<file path="src/rtl/ring_buf_writer.sv">
// Producer side of the shared ring RAM: writes incoming words at a wrapping pointer
// and publishes each written address once its data is in RAM; slot reuse is credit-gated.
module ring_buf_writer #(
   parameter int ADDR_W   = 8,
   parameter int DATA_W   = 16,
   parameter int OQ_DEPTH = 4
) (
   input  logic              aclk,
   input  logic              aresetn,
   input  logic [DATA_W-1:0] in_tdata,
   input  logic              in_tvalid,
   output logic              in_tready,
   output logic [ADDR_W-1:0] out_tdata,
   output logic              out_tvalid,
   input  logic              out_tready,
   output logic [ADDR_W-1:0] wr_addr,
   output logic [DATA_W-1:0] wr_data,
   output logic              wr_valid,
   input  logic              rel_valid,
   output logic [ADDR_W:0]   free_cnt,
   output logic              err_rel
);
   localparam int PW = $clog2(OQ_DEPTH);
   localparam int CW = PW + 1;
   localparam int SW = CW + 1;
   localparam logic [ADDR_W:0] FULL = {1'b1, {ADDR_W{1'b0}}};

   logic [ADDR_W-1:0] wptr;
   logic [ADDR_W-1:0] stage_addr;
   logic [DATA_W-1:0] stage_data;
   logic              stage_v;
   logic [ADDR_W-1:0] oq_mem [OQ_DEPTH];
   logic [PW-1:0]     oq_rd;
   logic [PW-1:0]     oq_wr;
   logic [CW-1:0]     oq_count;
   logic              accept;
   logic              push;
   logic              pop;

   // The staged word still needs a FIFO slot, so it counts against occupancy.
   assign in_tready  = (free_cnt != '0) &&
                       ((SW'(oq_count) + SW'(stage_v)) < SW'(OQ_DEPTH));
   assign accept     = in_tvalid & in_tready;
   assign push       = stage_v;
   assign pop        = out_tvalid & out_tready;

   assign wr_valid   = stage_v;
   assign wr_addr    = stage_addr;
   assign wr_data    = stage_data;
   assign out_tvalid = (oq_count != '0);
   assign out_tdata  = oq_mem[oq_rd];

   always_ff @(posedge aclk or negedge aresetn) begin
      if (!aresetn) begin
         wptr       <= '0;
         stage_v    <= 1'b0;
         stage_addr <= '0;
         stage_data <= '0;
      end else if (accept) begin
         wptr       <= wptr + 1'b1;
         stage_v    <= 1'b1;
         stage_addr <= wptr;
         stage_data <= in_tdata;
      end else begin
         stage_v    <= 1'b0;
      end
   end

   // Address is queued only on the edge where the RAM samples the data.
   always_ff @(posedge aclk or negedge aresetn) begin
      if (!aresetn) begin
         for (int i = 0; i < OQ_DEPTH; i++) oq_mem[i] <= '0;
         oq_rd    <= '0;
         oq_wr    <= '0;
         oq_count <= '0;
      end else begin
         if (push) begin
            oq_mem[oq_wr] <= stage_addr;
            oq_wr         <= oq_wr + 1'b1;
         end
         if (pop) oq_rd <= oq_rd + 1'b1;
         case ({push, pop})
            2'b10:   oq_count <= oq_count + 1'b1;
            2'b01:   oq_count <= oq_count - 1'b1;
            default: oq_count <= oq_count;
         endcase
      end
   end

   always_ff @(posedge aclk or negedge aresetn) begin
      if (!aresetn) begin
         free_cnt <= FULL;
         err_rel  <= 1'b0;
      end else if (accept && !rel_valid) begin
         free_cnt <= free_cnt - 1'b1;
      end else if (rel_valid && !accept) begin
         if (free_cnt == FULL) err_rel  <= 1'b1;
         else                  free_cnt <= free_cnt + 1'b1;
      end
   end

endmodule

</file>
<file path="config.mk">
export PLATFORM = sky130hd
export DESIGN_NAME = ring_buf_writer
export DESIGN_NICKNAME = d
export VERILOG_FILES = /design/src/rtl/ring_buf_writer.sv
export SDC_FILE = /design/constraint.sdc
export NUM_CORES = 1
export LEC_CHECK = 0
export ABC_AREA = 1
export BUFFER_PORTS_ARGS = -buffer_cell sky130_fd_sc_hd__buf_2
export CAP_MARGIN = 20
export CORE_MARGIN = 5
export CORE_UTILIZATION = 55
export DETAILED_ROUTE_END_ITERATION = 8
export GPL_ROUTABILITY_DRIVEN = 1
export MAX_ROUTING_LAYER = met4
export PLACE_DENSITY = 0.76
export SYNTH_ARGS = -nofsm -noshare
export SYNTH_HDL_FRONTEND = slang
export SYNTH_SLANG_ARGS = --single-unit
export TNS_END_PERCENT = 30
</file>
<file path="constraint.sdc">
create_clock -name aclk -period 3.5 [get_ports aclk]
set_clock_uncertainty 0.05 [all_clocks]
set_input_delay 0.35 -clock aclk [delete_from_list [all_inputs] [get_ports aclk]]
set_output_delay 0.35 -clock aclk [all_outputs]
set_load 0.03 [all_outputs]
</file>
==> results of run 1 <==
[registers in the layout, summed over array words and instances, names as in the netlist]
| signal | cells |
|---|---|
| free_cnt | 9 |
| oq_wr | 2 |
| err_rel | 1 |
| oq_mem | 32 |
| wptr | 8 |
| wr_data | 16 |
| wr_addr | 8 |
| oq_count | 3 |
| oq_rd | 2 |
| wr_valid | 1 |
[worst max path at each step]
stage	start	to	slack, ns
after floorplan	wr_valid$_DFF_PN0_	free_cnt[4]$_DFFE_PN0P_	0.83
after global placement	wr_valid$_DFF_PN0_	free_cnt[6]$_DFFE_PN0P_	0.82
after detailed placement	wr_valid$_DFF_PN0_	free_cnt[4]$_DFFE_PN0P_	0.70
after CTS	wr_valid$_DFF_PN0_	free_cnt[4]$_DFFE_PN0P_	0.70
after global routing	wr_valid$_DFF_PN0_	free_cnt[8]$_DFFE_PN1P_	0.45
final	wr_valid$_DFF_PN0_	free_cnt[4]$_DFFE_PN0P_	0.74
[per-stage QoR]
stage	util (%)	total power [mW]	worst slack [ns]	hold WS, ns
after floorplan	-	3.13	0.831	0.00441
after global placement	60.7	3.58	0.817	0.409
after detailed placement	60.7	3.66	0.699	0.409
after CTS	63.5	4.38	0.699	0.120
after global routing	64.0	4.67	0.447	0.125
final	64.0	4.33	0.743	0.135
[logic make-up after synthesis]
kind of cell | count (synthesis) | synth area share, %
AO/OA/AOI/OAI | 73 | 9.86
XOR/XNOR | 15 | 3.28
adder cells (fa/ha/maj) | 17 | 5.68
buffers and inverters | 58 | 6.93
flip-flops | 82 | 51.2
AND/OR/NAND/NOR | 226 | 23.0
[cell usage in the layout, fill, tap and decap left out, types with 9 or more instances in the layout]
cell type and n:
nand2_1 171, dfrtp_1 81, buf_2 64, o21ai_0 60, inv_1 42, nor2_1 25, ha_1 15, nand3_1 12
xor2_1 11, nand2_2 10, clkbuf_8 9
[routing by layer]
layer,vias to the layer above,GRT usage [%],part of all wire [%]
li1,1609,-,-
met2,58,34.3,50
met1,1517,26.3,45
met4,0,7.11,1.4
met5,-,-,0
met3,9,2.92,3.3
[power breakdown]
part           switching [mW]  internal (mW)
clock                   0.364          0.334
combinational            1.39          0.650
sequential              0.317           1.27
[worst register-to-register path, stage by stage (launching register included)]
cell and delay, ns:
dfrtp_1 0.50, a31oi_4 0.27, nand3_4 0.10, inv_4 0.23, ha_1 0.42, inv_1 0.12
fa_1 0.41, inv_1 0.07, nand2_1 0.04, nand2_1 0.09, nand2_1 0.07, xor2_1 0.14
o21ai_0 0.15
[final cells by class]
cell class / count / share of cell area, %
flip-flops and latches: 82 / 44.7
repair buffers: 68 / 8.12
multi-input cells: 331 / 36.5
well taps: 99 / 2.70
inverters: 43 / 3.57
clock buffers: 9 / 2.70
clock inverters: 7 / 1.66
[what timing repair did]
item,CTS,global route
hold endpoints to repair,0,15
hold buffers,0,1
gates resized for setup,0,0
==> impl_metrics.csv, run 1 <==
group,metric,value,unit
cts,cts_sinks,82,
yosys,synth-warning-count,0,
timing,setup_tns,0,ns
power_and_ir_drop,p_per_area,944,nW/um^2
power_and_ir_drop,worst_ir_drop_vdd,426,uV
yosys,synth.distinct_cells,29,
global_routing,grt_first_pass_wirelength,14500,um
die,die_x,95.4,um
critical_path,path_cells,"a31oi_4, nand3_4, inv_4, ha_1, inv_1, fa_1, inv_1, nand2_1, nand2_1, nand2_1, xor2_1, o21ai_0",
critical_path,cp_top_family,"adder cells",
final_layout,diodes,0,
cts,cts_root_buffer,"clkbuf_8",
power_and_ir_drop,p_leak,2.44,nW
cts,cts_made_buffers,9,
global_routing,grt_max_degree,83,
cts,clkTransAtPathRegs,0.08,ns
die,ios,66,
yosys,synth_area_leader_cell,"dfrtp_1",
final_layout,final_layout_size_suffix_gt1_share,18.7,%
final_layout,syn2layout_area_growth,14.5,%
global_routing,overflow,0,
hold_path,hp-class,"in2reg",
critical_path,start_kind,"register",
yosys,ys_top_cells_by_count,"171 x nand2_1, 81 x dfrtp_1, 60 x o21ai_0",
final_layout,fin_nets,573,
timing,rsz0062_at_grt,"no",
critical_path,cp_common_cell,"nand2_1",
hold_path,whs_endpoint,"wr_data[2]$_DFFE_PN0P_",
yosys,synth_cells,471,
critical_path,worst-path-buf-inv,3,
final_layout,n_fill_cell,649,
yosys,ys_seq_area_share,51.2,%
cts,clockBufferDepth,2,
timing,finalSetupViolations,0,
cts,htree_levels,3,
yosys,yosysMostFrequentCell,"nand2_1",
place,placed_cell_area,4350,sq um
timing,finalMaxSlewViolations,0,
cts,cts_tree,"done",
global_routing,first_global_vias,3170,
die,die_y,95.4,um
routing,via_per_inst,5.00,
critical_path,crit_arrival,2.98,ns
cts,clk_latency,0.36,ns
run,maxCapViolCount,0,
routing,ant_nets,0,
critical_path,worst_ep_required_time,3.72,ns
die,start_util,55.9,%
critical_path,path_depth,12,
global_routing,grt_antenna_before_repair,0,
hold_path,hold_path_startpoint,"in_tdata[2]",
run_status,status,"completed",
critical_path,reg2regPathDepth,12,
critical_path,end_kind,"register",
cts,cts_setup_buffers,0,
final_layout,regArea,2050,sq um
routing,drt_iter0_markers,159,
timing,finalCritPeriodShare,78.8,%
yosys,async_flop_share,100,%
critical_path,critPathMaxFanout,29,
final_layout,instances_no_fill,639,
place,port_buffers,65,
critical_path,cp_slowest_cell,"dfrtp_1",
routing,wirelength,8420,um
place,dp_cells,621,
die,fp-row-count,31,
yosys,synth_edf_count,0,
timing,relSlewSlack,59.3,%
critical_path,worstReg2RegEnd,"free_cnt[4]$_DFFE_PN0P_",
critical_path,r2r_slack,0.74,ns
timing,worst_pin_slew,0.610,ns
hold_path,min_delay_path_depth,3,
timing,finalHoldViolCount,0,
final_layout,post-route-cell-area,4590,sq um
global_routing,grt_usage,20.7,%
routing,vias,3193,
routing,firstDrtPassIters,7,
die,die_area,9100,sq um
critical_path,crit_type,"reg2reg",
die,fp.coreArea,7180,sq um
yosys,synth_area_leaders,"dfrtp_1 51%, nand2_1 16%, o21ai_0 7.5%",
routing,drc,0,
final_layout,multiInputGateArea,1680,sq um
yosys,synth_nets,509,
yosys,syn-cell-area,4010,sq um
timing,max_clock_freq,363,MHz
critical_path,rr_startpoint,"wr_valid$_DFF_PN0_",
routing,wire_per_inst,13.2,um
yosys,synth_ff_type,"dfrtp_1",
yosys,syn_area_per_cell,8.51,sq um
place,dpl.hpwl,5700,um
yosys,synth_top_area_share,50.6,%
critical_path,cp_slowest_stage_delay,0.50,ns
timing,finalCriticalPeriod,2.76,ns
place,gp_congestion,0.842,
yosys,ys_seq_elements,82,
No activity file was read; power rests on OpenSTA's default activity.
==> run 2: changes to the inputs <==
--- a/config.mk
+++ b/config.mk
@@ -5,15 +5,15 @@
 export SDC_FILE = /design/constraint.sdc
 export NUM_CORES = 1
 export LEC_CHECK = 0
-export ABC_AREA = 1
+export ABC_AREA = 0
 export BUFFER_PORTS_ARGS = -buffer_cell sky130_fd_sc_hd__buf_2
 export CAP_MARGIN = 20
 export CORE_MARGIN = 5
-export CORE_UTILIZATION = 55
+export CORE_UTILIZATION = 50
 export DETAILED_ROUTE_END_ITERATION = 8
 export GPL_ROUTABILITY_DRIVEN = 1
 export MAX_ROUTING_LAYER = met4
-export PLACE_DENSITY = 0.76
+export PLACE_DENSITY = 0.73
 export SYNTH_ARGS = -nofsm -noshare
 export SYNTH_HDL_FRONTEND = slang
 export SYNTH_SLANG_ARGS = --single-unit
==> constraint.sdc (replaced) <==
create_clock -name aclk -period 2.3 [get_ports aclk]
set_clock_uncertainty 0.05 [all_clocks]
set_input_delay 0.23 -clock aclk [delete_from_list [all_inputs] [get_ports aclk]]
set_output_delay 0.23 -clock aclk [all_outputs]
set_load 0.03 [all_outputs]
==> run 2 against run 1 <==
Net effect: the flow now finishes with violations (setup timing); clock power rose by 53%; critical endpoint is now free_cnt[8]$_DFFE_PN1P_; sequential share of layout area fell by 1.8 points; utilization rose by 1.5 points; first-iteration DRC count fell by 52%; highest routed layer unchanged; die area rose by 4.0%; via count fell by 16%; synthesized area fell by 5.0%; design area rose by 4.6%; fmax rose by 4.3%.
==> impl_metrics.csv, run 2 <==
group,metric,value,unit
run_status,status,"finished, violations left",
run_status,violations,"setup timing",
cts,clk_latency,0.34,ns
final_layout,final_cell_mix,"83 x nand2_1, 75 x dfrtp_1, 64 x buf_2, 37 x buf_4, 36 x mux2_2",
die,die_y,97.3,um
timing,max_clock_freq,378,MHz
die,fp.coreArea,7330,sq um
yosys,synth_area_leader_cell,"dfrtp_1",
yosys,synth_cells,316,
global_routing,grt_antenna_before_repair,0,
place,gp_congestion,0.824,
routing,vias,2693,
global_routing,grt_max_degree,37,
critical_path,critPathMaxFanout,9,
final_layout,diodes,0,
critical_path,start_kind,"register",
timing,finalCritPeriodShare,115,%
power_and_ir_drop,combPwrFrac,49.6,%
cts,clockBufferDepth,2,
global_routing,overflow,0,
cts,cts_tree,"done",
die,fp-row-count,31,
timing,holdWs,0.0210,ns
routing,drc,0,
power_and_ir_drop,worst_ir_drop_vdd,858,uV
yosys,ys_top_cells_by_count,"83 x nand2_1, 81 x dfrtp_1, 37 x mux2_2",
global_routing,met1_usage,24.0,%
final_layout,instances_no_fill,525,
routing,firstDrtPassIters,4,
cts,htree_levels,3,
place,dpl.hpwl,5590,um
timing,finalCriticalPeriod,2.64,ns
power_and_ir_drop,power_frac_clock,15.2,%
final_layout,largest_reg_flops,32,
yosys,synth_area_leaders,"dfrtp_1 53%, mux2_2 11%, nand2_1 8.2%",
final_layout,fin_nets,459,
cts,cts_sinks,82,
routing,wire_per_inst,14.7,um
run,maxCapViolCount,0,
power_and_ir_drop,p_leak,2.47,nW
yosys,synth_ff_type,"dfrtp_1",
final_layout,regMostFlops,"oq_mem",
timing,finalMaxSlewViolations,0,
yosys,synth_edf_count,0,
routing,wirelength,7720,um
die,start_util,52.0,%
timing,fin_ws,-0.344,ns
final_layout,syn2layout_area_growth,26.1,%
timing,worst_pin_slew,0.559,ns
power_and_ir_drop,swShare,42.0,%
die,die_x,97.3,um
global_routing,grt_first_pass_wirelength,13700,um
routing,ant_nets,0,
power_and_ir_drop,p_per_area,1470,nW/um^2
yosys,ys_seq_area_share,53.9,%
global_routing,grt_usage,18.1,%
yosys,syn-cell-area,3810,sq um
routing,drt_iter0_markers,77,
yosys,synth-warning-count,0,
global_routing,first_global_vias,2794,
critical_path,crit_arrival,2.87,ns
cts,cts_made_buffers,9,
final_layout,final_layout_size_suffix_gt1_share,44.4,%
yosys,synth.distinct_cells,38,
yosys,yosysMostFrequentCell,"nand2_1",
timing,finalHoldViolCount,0,
critical_path,crit_type,"reg2reg",
final_layout,layout_commonest_cell,"nand2_1",
hold_path,hp-class,"in2reg",
global_routing,use_met3,3.88,%
power_and_ir_drop,power_switching,2.97,mW
critical_path,worst_ep_required_time,2.52,ns
power_and_ir_drop,p_seq_share,35.2,%
yosys,async_flop_share,100,%
yosys,synth_nets,354,
place,port_buffers,65,
cts,cts_root_buffer,"clkbuf_8",
yosys,ys_seq_elements,82,
die,die_area,9460,sq um
yosys,synth_top_area_share,53.2,%
global_routing,grtUsageMet2,28.5,%
power_and_ir_drop,p_int,4.10,mW
critical_path,end_kind,"register",
routing,via_per_inst,5.13,
place,dp_cells,507,
timing,finalSetupViolations,7,
cts,clkTransAtPathRegs,0.09,ns
global_routing,top_usage_layer,"met2",
timing,rsz0062_at_grt,"yes",
yosys,syn_area_per_cell,12.1,sq um
die,ios,66,
timing,relSlewSlack,62.7,%
final_layout,postLayoutCoreUtil,65.5,%
power_and_ir_drop,finalPower,7.07,mW
## run 2: cell types whose count changed after synthesis, sizes merged, moves of 3 or more
cell,before,now
nand2,181,83
o21ai,60,4
mux2,0,37
inv,43,13
nor2,26,5
nand3,13,3
xnor2,4,14
mux4,0,8
o22ai,8,1
clkbuf,5,0
xor2,11,7
a21o,0,3
nand4,0,3
or3,0,3
## run 2: repair_timing
| action | in CTS | in global routing |
|---|---|---|
| setup buffers | 1 | 0 |
| hold buffers | 1 | 0 |
| resized for setup | 4 | 3 |
| endpoints found under the hold margin | 34 | 0 |
| pin swaps | 5 | 6 |
| setup endpoints to repair | 7 | 8 |
## run 2: power groups by stage
stage / Combinational (mW) / Sequential, mW / Clock [mW]
CTS: 3.53 / 2.50 / 1.11
finish: 3.50 / 2.49 / 1.07
detailed placement: 3.47 / 2.51 / 0
global route: 3.82 / 2.60 / 1.17
floorplan: 1.88 / 2.95 / 0
global placement: 3.37 / 2.48 / 0
## run 2: worst paths after layout
| path | from | endpoint | slack [ns] | cells past startpoint |
|---|---|---|---|---|
| min in group asynchronous | aresetn | oq_mem[1]$_DFFE_PN0P_ | 0.32 | 2 |
| max in group asynchronous | aresetn | free_cnt[8]$_DFFE_PN1P_ | 1.24 | 3 |
| max reg2reg | free_cnt[6]$_DFFE_PN0P_ | free_cnt[8]$_DFFE_PN1P_ | -0.34 | 10 |
| min reg2reg | err_rel$_DFFE_PN0P_ | err_rel$_DFFE_PN0P_ | 0.42 | 1 |
| max | free_cnt[6]$_DFFE_PN0P_ | free_cnt[8]$_DFFE_PN1P_ | -0.34 | 10 |
| min | in_tdata[8] | wr_data[8]$_DFFE_PN0P_ | 0.02 | 3 |
## run 2: worst max-delay path, stage by stage, from the launching register on
cell     delay (ns)
dfrtp_2        0.43
nor4_4         0.31
a311o_1        0.25
inv_2          0.06
ha_4           0.22
ha_4           0.23
a21o_1         0.17
a31o_2         0.25
or3_4          0.32
a21oi_2        0.15
xnor2_1        0.12
## run 2: area by class of cell
class	count	area, sq um
Clock buffer	9	124
Clock inverter	7	82.6
Fill cell	572	2530
Inverter	13	51.3
Multi-Input combinational cell	212	1730
Sequential cell	82	2060
Tap cell	99	124
Timing Repair Buffer	103	628
## run 2: per-stage QoR
step	TNS, ns	setup slack (ns)	area, sq um
after floorplan	-2.98	-0.559	3900
after global placement	-1.32	-0.267	4560
after detailed placement	-1.60	-0.321	4560
after CTS	-1.56	-0.324	4800
after global routing	-2.65	-0.520	4800
final	-1.64	-0.344	4800
## run 2: cell families (layout without fill, tap and decap cells)
kind of cell / Yosys count / after routing / synth area share, %
and+or+nand+nor: 102 / 102 / 11.4
buffers and inverters: 22 / 132 / 3.12
adders and majority gates: 17 / 17 / 5.98
AOI/OAI and AO/OA: 26 / 26 / 4.83
muxes: 46 / 46 / 15.9
DFF: 82 / 82 / 53.9
xor gates and xnor gates: 21 / 21 / 4.83
## run 2: metal layers
metal	vias up	part of all wire (%)
met5	-	0
met4	0	1.1
met3	9	4.1
met2	63	47
met1	1331	47
li1	1290	-
==> run 3: changes to the inputs <==
--- a/config.mk
+++ b/config.mk
@@ -13,7 +13,7 @@
 export DETAILED_ROUTE_END_ITERATION = 8
 export GPL_ROUTABILITY_DRIVEN = 1
 export MAX_ROUTING_LAYER = met4
-export PLACE_DENSITY = 0.73
+export PLACE_DENSITY = 0.72
 export SYNTH_ARGS = -nofsm -noshare
 export SYNTH_HDL_FRONTEND = slang
 export SYNTH_SLANG_ARGS = --single-unit
==> run 3 against run 2 <==
Net effect: the flow still finishes with violations (setup timing); total power is 0.42% higher; utilization is 1.7 points higher; critical path depth stayed put.
==> impl_metrics.csv, run 3 (same netlist as run 2, synthesis figures left out) <==
group,metric,value,unit
die,die_area,9460,sq um
critical_path,critPathLaunch,"free_cnt[6]$_DFFE_PN0P_",
cts,clockBufferDepth,2,
timing,relSlewSlack,53.4,%
critical_path,path_cells,"nor4_4, a311o_1, inv_2, ha_4, ha_1, o21ai_0, o21bai_1, a21oi_1, xnor2_1, mux2_2",
place,post-place-ws,-0.325,ns
die,start_util,52.0,%
power_and_ir_drop,p_per_area,1440,nW/um^2
critical_path,critPathCapture,"free_cnt[5]$_DFFE_PN0P_",
run_status,violations,"setup timing",
final_layout,layout_commonest_cell,"nand2_1",
power_and_ir_drop,worst_ir_drop_vdd,930,uV
timing,finalSetupViolations,6,
global_routing,first_global_vias,2790,
power_and_ir_drop,power_switching,2.97,mW
hold_path,hold_path_startpoint,"in_tdata[11]",
routing,via_per_inst,5.02,
die,fp-row-count,31,
final_layout,regMostFlops,"oq_mem",
place,port_buffers,65,
final_layout,final_cell_mix,"83 x nand2_1, 75 x dfrtp_1, 64 x buf_2, 37 x mux2_2, 37 x buf_4",
global_routing,overflow,0,
timing,holdWs,0.0156,ns
routing,firstDrtPassIters,4,
final_layout,instances_no_fill,538,
timing,fin_ws,-0.312,ns
global_routing,grt_max_degree,55,
timing,finalCritPeriodShare,114,%
critical_path,crit_arrival,2.81,ns
power_and_ir_drop,p_leak,2.52,nW
global_routing,grt_antenna_before_repair,0,
critical_path,reg2regPathDepth,10,
cts,clk_latency,0.35,ns
power_and_ir_drop,p_int,4.13,mW
timing,finalMaxSlewViolations,0,
die,die_y,97.3,um
critical_path,cp_slowest_cell,"dfrtp_2",
critical_path,r2r_slack,-0.31,ns
power_and_ir_drop,p_seq_share,35.3,%
routing,vias,2702,
cts,cts_tree,"done",
cts,htree_levels,3,
die,ios,66,
timing,max_clock_freq,383,MHz
run,maxCapViolCount,0,
run_status,status,"finished, violations left",
global_routing,grtUsageMet2,28.0,%
final_layout,diodes,0,
timing,finalHoldViolCount,0,
critical_path,rr_startpoint,"free_cnt[6]$_DFFE_PN0P_",
final_layout,syn2layout_area_growth,29.5,%
place,dpl.hpwl,5340,um
cts,cts_made_buffers,9,
critical_path,cp_slowest_stage_delay,0.43,ns
routing,wirelength,7830,um
final_layout,fin_nets,472,
routing,wire_per_inst,14.5,um
global_routing,grt_first_pass_wirelength,13400,um
critical_path,critPathMaxFanout,9,
timing,finalCriticalPeriod,2.61,ns
timing,rsz0062_at_grt,"yes",
global_routing,grt_usage,17.9,%
routing,drt_iter0_markers,57,
final_layout,largest_reg_flops,32,
critical_path,worst_ep_required_time,2.50,ns
place,dp_cells,507,
critical_path,end_kind,"register",
die,fp.coreArea,7330,sq um
critical_path,start_kind,"register",
global_routing,met1_usage,23.6,%
power_and_ir_drop,swShare,41.8,%
cts,clkTransAtPathRegs,0.08,ns
final_layout,final_layout_size_suffix_gt1_share,43.3,%
die,die_x,97.3,um
power_and_ir_drop,finalPower,7.10,mW
cts,cts_root_buffer,"clkbuf_8",
hold_path,hp-class,"in2reg",
critical_path,worstReg2RegEnd,"free_cnt[5]$_DFFE_PN0P_",
global_routing,top_usage_layer,"met2",
power_and_ir_drop,combPwrFrac,49.5,%
cts,cts_sinks,82,
global_routing,use_met3,3.16,%
timing,worst_pin_slew,0.699,ns
place,gp_congestion,0.877,
routing,drc,0,
critical_path,crit_type,"reg2reg",
final_layout,postLayoutCoreUtil,67.3,%
power_and_ir_drop,power_frac_clock,15.3,%
routing,ant_nets,0,
-- run 3: power groups by stage --
stage	Sequential [mW]	Combinational [mW]	Clock (mW)
after floorplan	2.95	1.88	0
after global placement	2.49	3.38	0
after detailed placement	2.52	3.47	0
after CTS	2.50	3.54	1.11
after global routing	2.59	3.82	1.17
final	2.50	3.51	1.08
-- run 3: repair_timing --
item	4_1_cts	5_1_grt
hold buffers	14	0
setup buffers	0	1
resized for setup	6	0
endpoints found under the hold margin	65	0
pin swaps	4	3
setup endpoints to repair	7	7
-- run 3: worst min-delay path by stage --
| stage | end | slack, ns | cells after the start |
|---|---|---|---|
| finish | wr_data[11]$_DFFE_PN0P_ | 0.02 | 3 |
| global route | wr_data[11]$_DFFE_PN0P_ | 0.01 | 3 |
| CTS | wr_data[11]$_DFFE_PN0P_ | 0.00008 | 3 |
| detailed placement | oq_mem[24]$_DFFE_PN0P_ | 0.28 | 1 |
| global placement | oq_mem[16]$_DFFE_PN0P_ | 0.26 | 1 |
| floorplan | err_rel$_DFFE_PN0P_ | -0.12 | 0 |
-- run 3: area by class of cell --
type | instances | area, sq um
well taps | 99 | 124
fillers | 552 | 2400
repair buffers | 116 | 758
inverters | 13 | 51.3
multi-input cells | 212 | 1730
flip-flops and latches | 82 | 2060
clock buffers | 10 | 138
clock inverters | 6 | 71.3
-- run 3: through the flow --
stage	area, sq um	TNS (ns)
after floorplan	3900	-2.98
after global placement	4560	-1.26
after detailed placement	4560	-1.58
after CTS	4920	-1.52
after global routing	4930	-2.29
final	4930	-1.43
-- run 3: worst max-delay path: cells and delay by family, from the launching register on --
| kind | cells | cell delay (ns) |
|---|---|---|
| AOI/OAI and AO/OA | 4 | 0.68 |
| adders and majority gates | 2 | 0.58 |
| xor gates and xnor gates | 1 | 0.14 |
| muxes | 1 | 0.26 |
| DFF | 1 | 0.43 |
| and+or+nand+nor | 1 | 0.30 |
| buffers and inverters | 1 | 0.06 |
-- run 3: routing by layer --
metal | wire length, um | part of all wire [%]
met1 | 3690 | 47
met2 | 3750 | 48
met3 | 270 | 3.5
met4 | 119 | 1.5
met5 | 0 | 0
